==> src/rtl/counter_arbiter.sv <==
// Round-robin owner of one shared up-counter used as a delay timer by two requesters.
// done pulses len+1 edges after grant; the loser's req simply waits at level, nothing is queued.
module counter_arbiter #(
  parameter int WIDTH = 4
) (
  input  logic             clock,
  input  logic             clear,
  input  logic             req0,
  input  logic [WIDTH-1:0] len0,
  input  logic             req1,
  input  logic [WIDTH-1:0] len1,
  output logic             grant0,
  output logic             grant1,
  output logic             done0,
  output logic             done1,
  output logic             busy,
  output logic [WIDTH-1:0] count
);

  typedef enum logic [1:0] {IDLE, RUN, DONE} state_t;

  state_t           state, state_nxt;
  logic             grant0_nxt, grant1_nxt, done0_nxt, done1_nxt;
  logic [WIDTH-1:0] count_nxt, target, target_nxt;
  logic             prio, prio_nxt;
  logic             win;
  logic             owner;
  logic             owner_req;

  // Grants are exclusive, so grant1 alone identifies the current owner.
  assign owner     = grant1;
  assign owner_req = owner ? req1 : req0;
  assign busy      = (state != IDLE);

  always_comb begin
    state_nxt  = state;
    grant0_nxt = grant0;
    grant1_nxt = grant1;
    done0_nxt  = 1'b0;
    done1_nxt  = 1'b0;
    count_nxt  = count;
    target_nxt = target;
    prio_nxt   = prio;
    win        = 1'b0;
    case (state)
      IDLE: begin
        count_nxt = '0;
        if (req0 || req1) begin
          win        = (req0 && req1) ? prio : req1;
          grant0_nxt = ~win;
          grant1_nxt = win;
          target_nxt = win ? len1 : len0;
          state_nxt  = RUN;
        end
      end
      RUN: begin
        // Abort takes precedence over the terminal compare.
        if (!owner_req) begin
          state_nxt  = IDLE;
          grant0_nxt = 1'b0;
          grant1_nxt = 1'b0;
          count_nxt  = '0;
          prio_nxt   = ~owner;
        end else if (count == target) begin
          state_nxt = DONE;
          done0_nxt = ~owner;
          done1_nxt = owner;
        end else begin
          count_nxt = count + WIDTH'(1);
        end
      end
      DONE: begin
        state_nxt  = IDLE;
        grant0_nxt = 1'b0;
        grant1_nxt = 1'b0;
        count_nxt  = '0;
        prio_nxt   = ~owner;
      end
      default: begin
        state_nxt  = IDLE;
        grant0_nxt = 1'b0;
        grant1_nxt = 1'b0;
        count_nxt  = '0;
      end
    endcase
  end

  always_ff @(posedge clock) begin
    if (clear) begin
      state  <= IDLE;
      grant0 <= 1'b0;
      grant1 <= 1'b0;
      done0  <= 1'b0;
      done1  <= 1'b0;
      count  <= '0;
      target <= '0;
      prio   <= 1'b0;
    end else begin
      state  <= state_nxt;
      grant0 <= grant0_nxt;
      grant1 <= grant1_nxt;
      done0  <= done0_nxt;
      done1  <= done1_nxt;
      count  <= count_nxt;
      target <= target_nxt;
      prio   <= prio_nxt;
    end
  end

endmodule

==> config.mk <==
export PLATFORM = sky130hd
export DESIGN_NAME = counter_arbiter
export DESIGN_NICKNAME = d
export VERILOG_FILES = /design/src/rtl/counter_arbiter.sv
export SDC_FILE = /design/constraint.sdc
export NUM_CORES = 1
export LEC_CHECK = 0
export CAP_MARGIN = 40
export CORE_MARGIN = 10
export CORE_UTILIZATION = 40
export CTS_CLUSTER_SIZE = 8
export DETAILED_ROUTE_END_ITERATION = 6
export HOLD_SLACK_MARGIN = 0.03
export PLACE_DENSITY = 0.72
export SKIP_LAST_GASP = 1
export SYNTH_ARGS = -nofsm -noshare
export SYNTH_HDL_FRONTEND = slang
export SYNTH_SLANG_ARGS = --single-unit
==> constraint.sdc <==
create_clock -name clock -period 1.4 [get_ports clock]
set_input_delay 0.42 -clock clock [delete_from_list [all_inputs] [get_ports clock]]
set_output_delay 0.42 -clock clock [all_outputs]
set_load 0.01 [all_outputs]
# Yosys cells after proc, flatten, opt, wreduce, memory -nomap -nowiden
# Index checks and enable logic that the tools add are counted.
totals:
  ff_bits: 15
  input_bits: 12
  wordCells: 45
  out_inout_bits: 9
classes:
  mux: 14
  eq_ne: 6
  addsub: 1
  n_reduce_logical: 11
  bitwise_logic: 5
ops:
  columns: ["cell", "n"]
  rows:
  - ["$reduce_and A2 Y1", 4]
  - ["$mux W1", 6]
  - ["$mux W2", 3]
  - ["$pmux W1 S2", 3]
  - ["$not A1 Y1", 5]
  - ["$add A4 B1 Y4 const B", 1]
  - ["$eq A4 B4 Y1", 1]
  - ["$mux W4", 1]
  - ["$ne A2 B2 Y1 const B", 2]
  - ["$pmux W2 S2", 1]
  - ["$reduce_bool A2 Y1", 2]
  - ["$reduce_or A4 Y1", 1]
  - ["$ne A3 B3 Y1 const B", 1]
  - ["$reduce_or A3 Y1", 1]
  - ["$eq A2 B1 Y1 const B", 1]
  - ["$eq A2 B2 Y1 const B", 1]
  - ["$logic_not A2 Y1", 1]
  - ["$logic_and A1 B1 Y1", 1]
  - ["$logic_or A1 B1 Y1", 1]

# Depth between registers and ports, before layout
logic_depth:
  depth_word: 5
  mapped_depth: 6
  ltp_nobuf: 6

# Worst setup path after synthesis
# OpenSTA, ideal clock, no wires.
synth_path:
  path_type: "reg2reg"
  start: "register count[3]"
  end: "register state[0]"
  t_required_ns: 1.283
  path_slack_ns: 0.010
  setup_time_ns: 0.117
  period_less_slack_ns: 1.390
  stages_incl_launch_ff: 5
  n_path_buf: 0
  arrival_time_ns: 1.273
  path_cell_list: "dfxtp_1 -> xor2_1 -> nor4_4 -> o21ai_0 -> o2bb2ai_1"
synth_between:
  elab_chain_len: 3
synth_lines:
  columns: ["item", "line", "text"]
  rows:
  - ["start, declared", "17", "output logic [WIDTH-1:0] count"]
  - ["start signal, assigned", "104", "count <= count_nxt;"]
  - ["$eq A4 B4 Y1", "64", "end else if (count == target) begin"]
  - ["$ne A3 B3 Y1 (no source line)", null, null]
  - ["$reduce_and A2 Y1 (no source line)", null, null]
  - ["end signal, assigned", "99", "state <= state_nxt;"]
  - ["end, declared", "22", "state_t state, state_nxt;"]
# No other way between the ends.
# A chain may end at the register's enable or synchronous reset.

# Worst setup path after layout
layout_path:
  start: "register state[1]"
  end: "output busy"
layout_between:
  elab_chain_len: 1
layout_lines:
  columns: ["item", "line", "text"]
  rows:
  - ["$reduce_bool A2 Y1", "33", "assign busy = (state != IDLE);"]
  - ["end, declared", "16", "output logic busy,"]
# No other way between the ends.

==> reports/summary.txt <==
Status -> complete, but fails checks
Failing checks -> negative setup slack
WP data arrival -> 1000 ps
Placed instance count -> 138
Period utilization -> 1.02
Min Tclk post-route -> 1420 ps
Post-CTS Hold Buffers -> 0
Mapped Cells -> 81
Final instance area -> 1180 um^2
Slew at the pin closest to its max-slew limit -> 323 ps
Clk slew on worst S/H paths -> 90 ps
Post-synth top area share -> 0.412
WL per Instance -> 12.5 um
Most frequent cell after synthesis -> dfxtp_1
Final hold slack -> 512 ps
Setup crit start kind -> flip-flop
Worst Hold Class -> flip-flop to flip-flop
Clock Skew -> 7.62 ps
Syn Nets -> 96
CTS max path bufs -> 2
Hold endpoint -> grant0
Synth top cells by count -> dfxtp_1, nor2_1, inv_1, mux2i_1
Die H -> 62.7 um
Detailed-route DRC error count -> 0
Netlist Area Pre-Place -> 729 um^2
Relative slew slack -> 0.780
FF+latch count, synth -> 15
First-pass GRT wire length -> 3040 um
Layout area overhead -> 61.6%
Design Power -> 1.69 mW
GRT Util Overall -> 0.0915
CTS buffer count -> 3
Initial Utilization -> 0.422
Asr flop ratio synth -> 0
Via count -> 692
Util after Layout -> 0.683
Sequential fraction of the synthesis area -> 0.412
Io pins -> 21
P_leak -> 0.530 nW
CP required -> 980 ps
Crit path top cell by count -> inv_2
Die width -> 62.7 um
Ys flop type -> dfxtp_1
Max VDD drop -> 0.789 mV
Crit path from -> state[1]
Worst Path Max Fanout -> 2
Clk Latency, worst-skew pair -> 270 ps
Hold path cells -> 2
WL final -> 1800 um
Critical Path End Type -> output pin
TNS Setup -> -24.6 ps
RSZ-0062 raised after global routing -> yes
Pre-CTS setup slack -> -446 ps
Crit Path Class -> flip-flop to output pin
DP Area -> 1050 um^2
Largest net degree at the start of global routing -> 10
CTS tree -> yes
Port Buffers -> 20
GR Overflow Total -> 0
CP max stage delay -> 340 ps
Reg2reg start -> target[0]
DRT iter0 DRCs -> 5
Root buf cell -> clkbuf_4
Die area -> 3930 um^2
Max stage delay cell, worst path -> dfxtp_2
Number of flops mapped to enable cells by yosys -> 0
Final setup margin -> -24.6 ps
Routed Antenna Nets -> 0
Post-DP HPWL -> 1360 um
R2R Setup Slk -> 20 ps
Final hold vios -> 0
Final GP Congestion -> 0.817
Pwr per Cell Area -> 1440 nW/um^2
Reg2Reg Depth -> 5
Final Slew Violations -> 0
First-pass DRT Iterations -> 2
Final Non-Filler Cells -> 144
Yosys cell types -> 22
FP Rows -> 15
Vias/cell -> 4.81
CTS HTree Levels -> 1
Maximum clock rate -> 702 MHz
Ratio of cells with drive above 1 in the final layout -> 0.412
Cell taking the most area after synthesis -> dfxtp_1
Mean post-synth cell area -> 9.01 um^2
Max Cap Viol -> 0
Crit-path cells -> inv_2 -> ha_2 -> inv_2 -> buf_2
Vias in the first global route -> 687
Hold_sp -> grant0
Area contributors post-synth -> dfxtp_1, mux2i_1, nor2_1
Core area -> 1730 um^2
Synth warn -> 0
Net count, final -> 135
Initial antenna violation count -> 0
Final setup fails -> 1
CTS Sinks -> 15
N_diodes -> 0
Reg2reg end -> count[1]
[registers in the layout, summed over array words and instances (netlist names)]
register  count
done1         1
target        4
count         4
grant0        1
done0         1
grant1        1
state         2
prio          1
[repair_timing]
action	4_1_cts	5_1_grt
endpoints found under the setup margin	20	18
setup buffers	1	1
pin swaps	1	4
gates resized for setup	17	32
[per-layer routing]
layer / part of all wire / routed length [um] / vias up / GRT usage
met3: 0.029 / 52 / 2 / 0.0269
li1: - / - / 358 / -
met4: 0.0072 / 13 / 0 / 0.0335
met1: 0.46 / 833 / 320 / 0.100
met5: 0 / 0 / - / 0
met2: 0.50 / 896 / 12 / 0.162
[worst max-delay path by stage]
stage                     to  slack [ps]  cells past startpoint
floorplan           state[0]          10                      4
global placement      grant1        -370                      5
detailed placement  state[1]        -450                      4
CTS                     busy        -240                      4
global route            busy         -80                      4
finish                  busy         -20                      4
[cell usage in the layout, fill, tap and decap left out, types with 2 or more instances in the layout]
cell	netlist	routed
mux2i_1	7	6
nor2_1	14	13
xor2_2	0	4
dlygate4sd2_1	0	10
nand2_1	2	2
dfxtp_1	15	7
or3_4	0	2
ha_2	0	2
inv_1	7	3
dfxtp_2	0	8
or3_1	4	2
clkbuf_4	0	3
clkdlybuf4s50_1	0	9
o21ai_2	1	2
a21oi_2	0	2
buf_4	0	14
o21ai_1	0	3
inv_2	0	4
a211oi_1	4	4
[kinds of logic after synthesis]
family / share of synthesized area
simple gates: 0.201
compound gates: 0.139
flops: 0.412
buf+inv: 0.0412
mux: 0.0961
xor+xnor: 0.0600
fa+ha+maj: 0.0515
[cell type report]
type                    instances  area [um^2]
clock buffers                   4         26.3
fillers                       149          548
inverters                       7         26.3
multi-input cells              58          485
flip-flops and latches         15          310
well taps                      25         31.3
repair buffers                 35          299
[worst max-delay path, delay by kind of cell, from the launching register on]
kind	cells	cell delay, ps
buffers and inverters	3	230
adders and majority gates	1	180
DFF	1	340
[where the power goes]
part           internal, mW  total [mW]  switching, mW
Sequential            0.518       0.584         0.0660
Combinational         0.457       0.868          0.410
Clock                 0.110       0.243          0.132
Total                  1.09        1.69          0.609
Power figures use the tool's default switching activity.
==> RTL change 1: new RTL, same flow settings <==
`WIDTH`: 4 -> 6.
--- a/src/rtl/counter_arbiter.sv
+++ b/src/rtl/counter_arbiter.sv
@@ -2,5 +2,5 @@
 // done pulses len+1 edges after grant; the loser's req simply waits at level, nothing is queued.
 module counter_arbiter #(
-  parameter int WIDTH = 4
+  parameter int WIDTH = 6
 ) (
   input  logic             clock,
Ports: changed (resized count, len0 and len1); port bits go from 21 to 27. The function was not compared with the original's and may differ.
==> RTL change 1 against the unedited design <==
The run still ends with setup timing left. Die area is 20% higher. Wire length is 25% higher. Cell area is 25% higher. Setup slack worse by 0.013 ns. Total power is 26% lower. Sequential cell count is 4 higher. Sequential share of layout area is 0.46 points higher. Synthesized area is 31% higher. Critical path type unchanged. Largest power group is now sequential cells. Highest routed layer unchanged.
==> RTL change 1: results (changes against the unedited design) <==
via count 894 (was 692); slowest CP cell dfxtp_2 (unchanged); RR Endpoint grant1 (was count[1]); htree depth 1 (unchanged); DR WL/cell 12.4 um (was 12.5 um); Syn Nets 123 (was 96); GRT Total Usage 0.101 (was 0.0915); vias in the first global route 880 (was 687); number of inserted diodes 0 (unchanged); net switching power 0.363 mW (was 0.609 mW); sequential area share after synthesis 0.399 (was 0.412); Longest Clk Path Bufs 2 (unchanged); Clock Latency Late Sink 0.30 ns (was 0.27 ns); Crit path max-delay family flip-flops (unchanged); First DRT Iteration DRCs 22 (was 5); Commonest cells post-synth dfxtp_1 (19), nor2_1 (12), mux2i_1 (11) (was dfxtp_1 (15), nor2_1 (14), inv_1 (7), mux2i_1 (7)); Max-slew headroom 0.789 (was 0.780); # setup viols final 1 (unchanged); setup ws final -0.0378 ns (was -0.0246 ns); top flop regs count x6, target x6, state x2 (was count x4, target x4, state x2); Final GP Congestion 0.767 (was 0.817); Synth cell types 28 (was 22); Worst VDD drop 0.659 mV (was 0.789 mV); Setup TNS -0.0378 ns (was -0.0246 ns); leakage power 0.645 nW (was 0.530 nW); pre-CTS setup slack -0.399 ns (was -0.446 ns); 1st-pass router iterations 4 (was 2); Final Skew 0.00619 ns (was 0.00762 ns); syn_area_per_cell 8.99 sq um (was 9.01 sq um); worst hold path cell count 2 (unchanged); status finished with violations (unchanged); R2R Setup Slk 0.06 ns (was 0.02 ns); worst reg2reg path startpoint state[1] (was target[0]); Hold Path End count[5] (was grant0); Min Hold Slack 0.513 ns (was 0.512 ns); PortBufs 26 (was 20); Num CTS Buffers 3 (unchanged); largest net degree at the start of global routing 14 (was 10); violated checks setup timing (unchanged); YS warnings 0 (unchanged); non-filler instance count after layout 180 (was 144); Reg clk slew, reported paths 0.11 ns (was 0.09 ns); share of post-route cells with drive strength above 1 0.303 (was 0.412); first-pass GRT wire length 3.74 mm (was 3.04 mm); hold path start count[5] (was grant0); HPWL after detailed placement 1.81 mm (was 1.36 mm); nets 170 (was 135); Placed Area 1390 sq um (was 1050 sq um); largest cells by area after synthesis dfxtp_1 (40%), mux2i_1 (12%), a211oi_1 (6.3%) (was dfxtp_1 (41%), mux2i_1 (9.6%), nor2_1 (7.2%))
RTL change 1: changes by cell type in the layout (fill, tap and decap cells not counted), sizes merged, moves of 4 or more:
cell and change:
nand2 +6, dlygate4sd2 -4, a211oi +4, dfxtp +4
clkdlybuf4s15 +4, clkdlybuf4s50 +4, mux2i +4, nand2b +4
RTL change 1: timing repair:
| action | CTS | global route |
|---|---|---|
| cloned | 0 | 0 |
| pin swaps | 1 | 1 |
| endpoints found under the hold margin | 0 | 0 |
| gates resized for setup | 24 | 18 |
| setup endpoints to repair | 25 | 20 |
| setup buffers | 0 | 1 |
RTL change 1: layer usage:
layer | vias up | GRT usage | wire (um)
li1 | 465 | - | -
met1 | 399 | 0.117 | 1040
met2 | 26 | 0.165 | 1050
met3 | 4 | 0.0338 | 117
met4 | 0 | 0.0443 | 23
met5 | - | 0 | 0
RTL change 1: worst max-delay path by stage:
stage / to / cells after the start / slack (ns)
6_report: busy / 2 / -0.04
4_1_cts: busy / 2 / -0.24
3_3_place_gp: target[1] / 6 / -0.31
3_5_place_dp: done0 / 5 / -0.40
5_1_grt: busy / 2 / -0.08
2_1_floorplan: count[3] / 4 / 0.006
RTL change 1: power by group through the flow:
stage / clock network, mW / logic [mW] / registers, mW
CTS: 0.290 / 0.355 / 0.600
finish: 0.278 / 0.366 / 0.603
global route: 0.314 / 0.405 / 0.606
global placement: 0 / 0.350 / 0.611
floorplan: 0 / 0.181 / 0.614
detailed placement: 0 / 0.355 / 0.613
RTL change 1: worst register-to-register path, cell delays in order (launching register included):
cell and delay, ns:
dfxtp_2 0.34, or2_4 0.26, buf_4 0.15, or2_2 0.31, a2bb2oi_1 0.15, nor2_1 0.08
RTL change 1: logic make-up (layout without fill, tap and decap cells):
| logic type | Yosys count | in the layout | synth area share |
|---|---|---|---|
| buffers and inverters | 6 | 52 | 0.0249 |
| AOI/OAI and AO/OA | 23 | 23 | 0.169 |
| xor gates and xnor gates | 6 | 6 | 0.0551 |
| and+or+nand+nor | 40 | 40 | 0.223 |
| muxes | 11 | 11 | 0.115 |
| adders and majority gates | 1 | 1 | 0.0131 |
| DFF | 19 | 19 | 0.399 |
RTL change 1: layout make-up:
class                           instances  area, sq um
Tap cell                               28         35.0
Sequential cell                        19          394
Multi-Input combinational cell         81          593
Timing Repair Buffer                   44          404
Inverter                                4         15.0
Clock buffer                            3         22.5
Fill cell                             189          762
Clock inverter                          1         7.51
==> RTL change 2: new RTL, same settings <==
Without the edit above. Put one more register stage on the output `count`. The value now appears one clock later. The other outputs are not delayed to match.
--- a/src/rtl/counter_arbiter.sv
+++ b/src/rtl/counter_arbiter.sv
@@ -20,4 +20,6 @@
   typedef enum logic [1:0] {IDLE, RUN, DONE} state_t;
 
+  logic [WIDTH-1:0] count_s0;
+
   state_t           state, state_nxt;
   logic             grant0_nxt, grant1_nxt, done0_nxt, done1_nxt;
@@ -39,5 +41,5 @@
     done0_nxt  = 1'b0;
     done1_nxt  = 1'b0;
-    count_nxt  = count;
+    count_nxt  = count_s0;
     target_nxt = target;
     prio_nxt   = prio;
@@ -62,10 +64,10 @@
           count_nxt  = '0;
           prio_nxt   = ~owner;
-        end else if (count == target) begin
+        end else if (count_s0 == target) begin
           state_nxt = DONE;
           done0_nxt = ~owner;
           done1_nxt = owner;
         end else begin
-          count_nxt = count + WIDTH'(1);
+          count_nxt = count_s0 + WIDTH'(1);
         end
       end
@@ -93,5 +95,5 @@
       done0  <= 1'b0;
       done1  <= 1'b0;
-      count  <= '0;
+      count_s0 <= '0;
       target <= '0;
       prio   <= 1'b0;
@@ -102,5 +104,5 @@
       done0  <= done0_nxt;
       done1  <= done1_nxt;
-      count  <= count_nxt;
+      count_s0 <= count_nxt;
       target <= target_nxt;
       prio   <= prio_nxt;
@@ -108,4 +110,8 @@
   end
 
+  always_ff @(posedge clock) begin
+    count <= count_s0;
+  end
+
 endmodule
 
Check against the original RTL: not equivalent (Yosys sat finds a counterexample within 4 cycles, from zero or initial values).
==> RTL change 2 against the unedited design <==
The flow still finishes with violations (setup timing). Total power grew 6.9%. Utilization shrank 5.4 points. Setup slack lost 0.0041 ns. Register-to-register slack is essentially flat. Sequential power grew 20%. Clock skew shrank 0.0026 ns. Count of clock-buffer cells in the layout is the same. Sequential cell count grew 4. Cell area grew 4.6%. Clock power grew 14%. Synthesized area grew 13%. Cell count grew 0.69%. Via count grew 1.9%. Wire length grew 3.2%.
==> RTL change 2: results (changes against the unedited design) <==
status finished with violations (unchanged); violated checks setup timing (unchanged); Syn Inst Count 83 (was 81); complex-gate fraction of the synthesized area 0.180 (was 0.139); Setup TNS -0.0287 ns (was -0.0246 ns); routed length on met2 855 um (was 896 um); GRT Total Usage 0.0855 (was 0.0915); Worst VDD drop 0.843 mV (was 0.789 mV); Synth cell types 29 (was 22); number of sequential cells 19 (was 15); First DRT Iteration DRCs 6 (was 5); Routed met1 length 874 um (was 833 um); Post-Synth Adder-Cell Area 0.0457 (was 0.0515); chip width 65.3 um (was 62.7 um); Syn Nets 98 (was 96); Max-slew headroom 0.834 (was 0.780); DR WL/cell 12.8 um (was 12.5 um); 1st-pass router iterations 3 (was 2); Reg clk slew, reported paths 0.11 ns (was 0.09 ns); largest cells by area after synthesis dfxtp_1 (46%), mux2i_1 (6.1%), xor2_1 (5.3%) (was dfxtp_1 (41%), mux2i_1 (9.6%), nor2_1 (7.2%)); setup ws final -0.0287 ns (was -0.0246 ns); fraction of area in multi-input gates 0.365 (was 0.412); Non-CTS buffers 34 (was 35); top flop regs count x4, count_s0 x4, target x4 (was count x4, target x4, state x2); Final GP Congestion 0.757 (was 0.817); grt met1 use 0.0976 (was 0.100); HPWL after detailed placement 1.39 mm (was 1.36 mm); Commonest cells post-synth dfxtp_1 (19), nor2_1 (9), inv_1 (6) (was dfxtp_1 (15), nor2_1 (14), inv_1 (7), mux2i_1 (7)); # setup viols final 1 (unchanged); Placed Area 1130 sq um (was 1050 sq um)
RTL change 2: changes by cell type after synthesis, sizes merged, moves of 2 or more:
cell	delta
nor2	-5
dfxtp	+4
and3	+3
mux2i	-2
o21ai	-2
or3	-2
RTL change 2: where the power goes:
group	leakage (nW)	total (mW)	internal, mW	switching, mW
registers	0.159	0.698	0.639	0.0584
logic	0.418	0.837	0.432	0.405
clock network	0.0150	0.277	0.111	0.166
RTL change 2: what timing repair did:
action,4_1_cts,5_1_grt
pin swaps,0,8
resized for setup,17,22
setup buffers,0,1
endpoints found under the setup margin,16,15
RTL change 2: final timing paths:
kind                             startpoint          end  slack (ns)  cells past startpoint
worst min register to register  count_s0[3]     count[3]        0.39                      0
worst max register to register    target[3]  count_s0[1]        0.02                      5
worst max-delay path               state[0]         busy       -0.03                      4
worst min-delay path            count_s0[3]     count[3]        0.39                      0
RTL change 2: worst max-delay path: stages (launching register included):
cell,delay (ns)
dfxtp_2,0.34
inv_1,0.09
ha_4,0.15
inv_4,0.03
buf_6,0.11
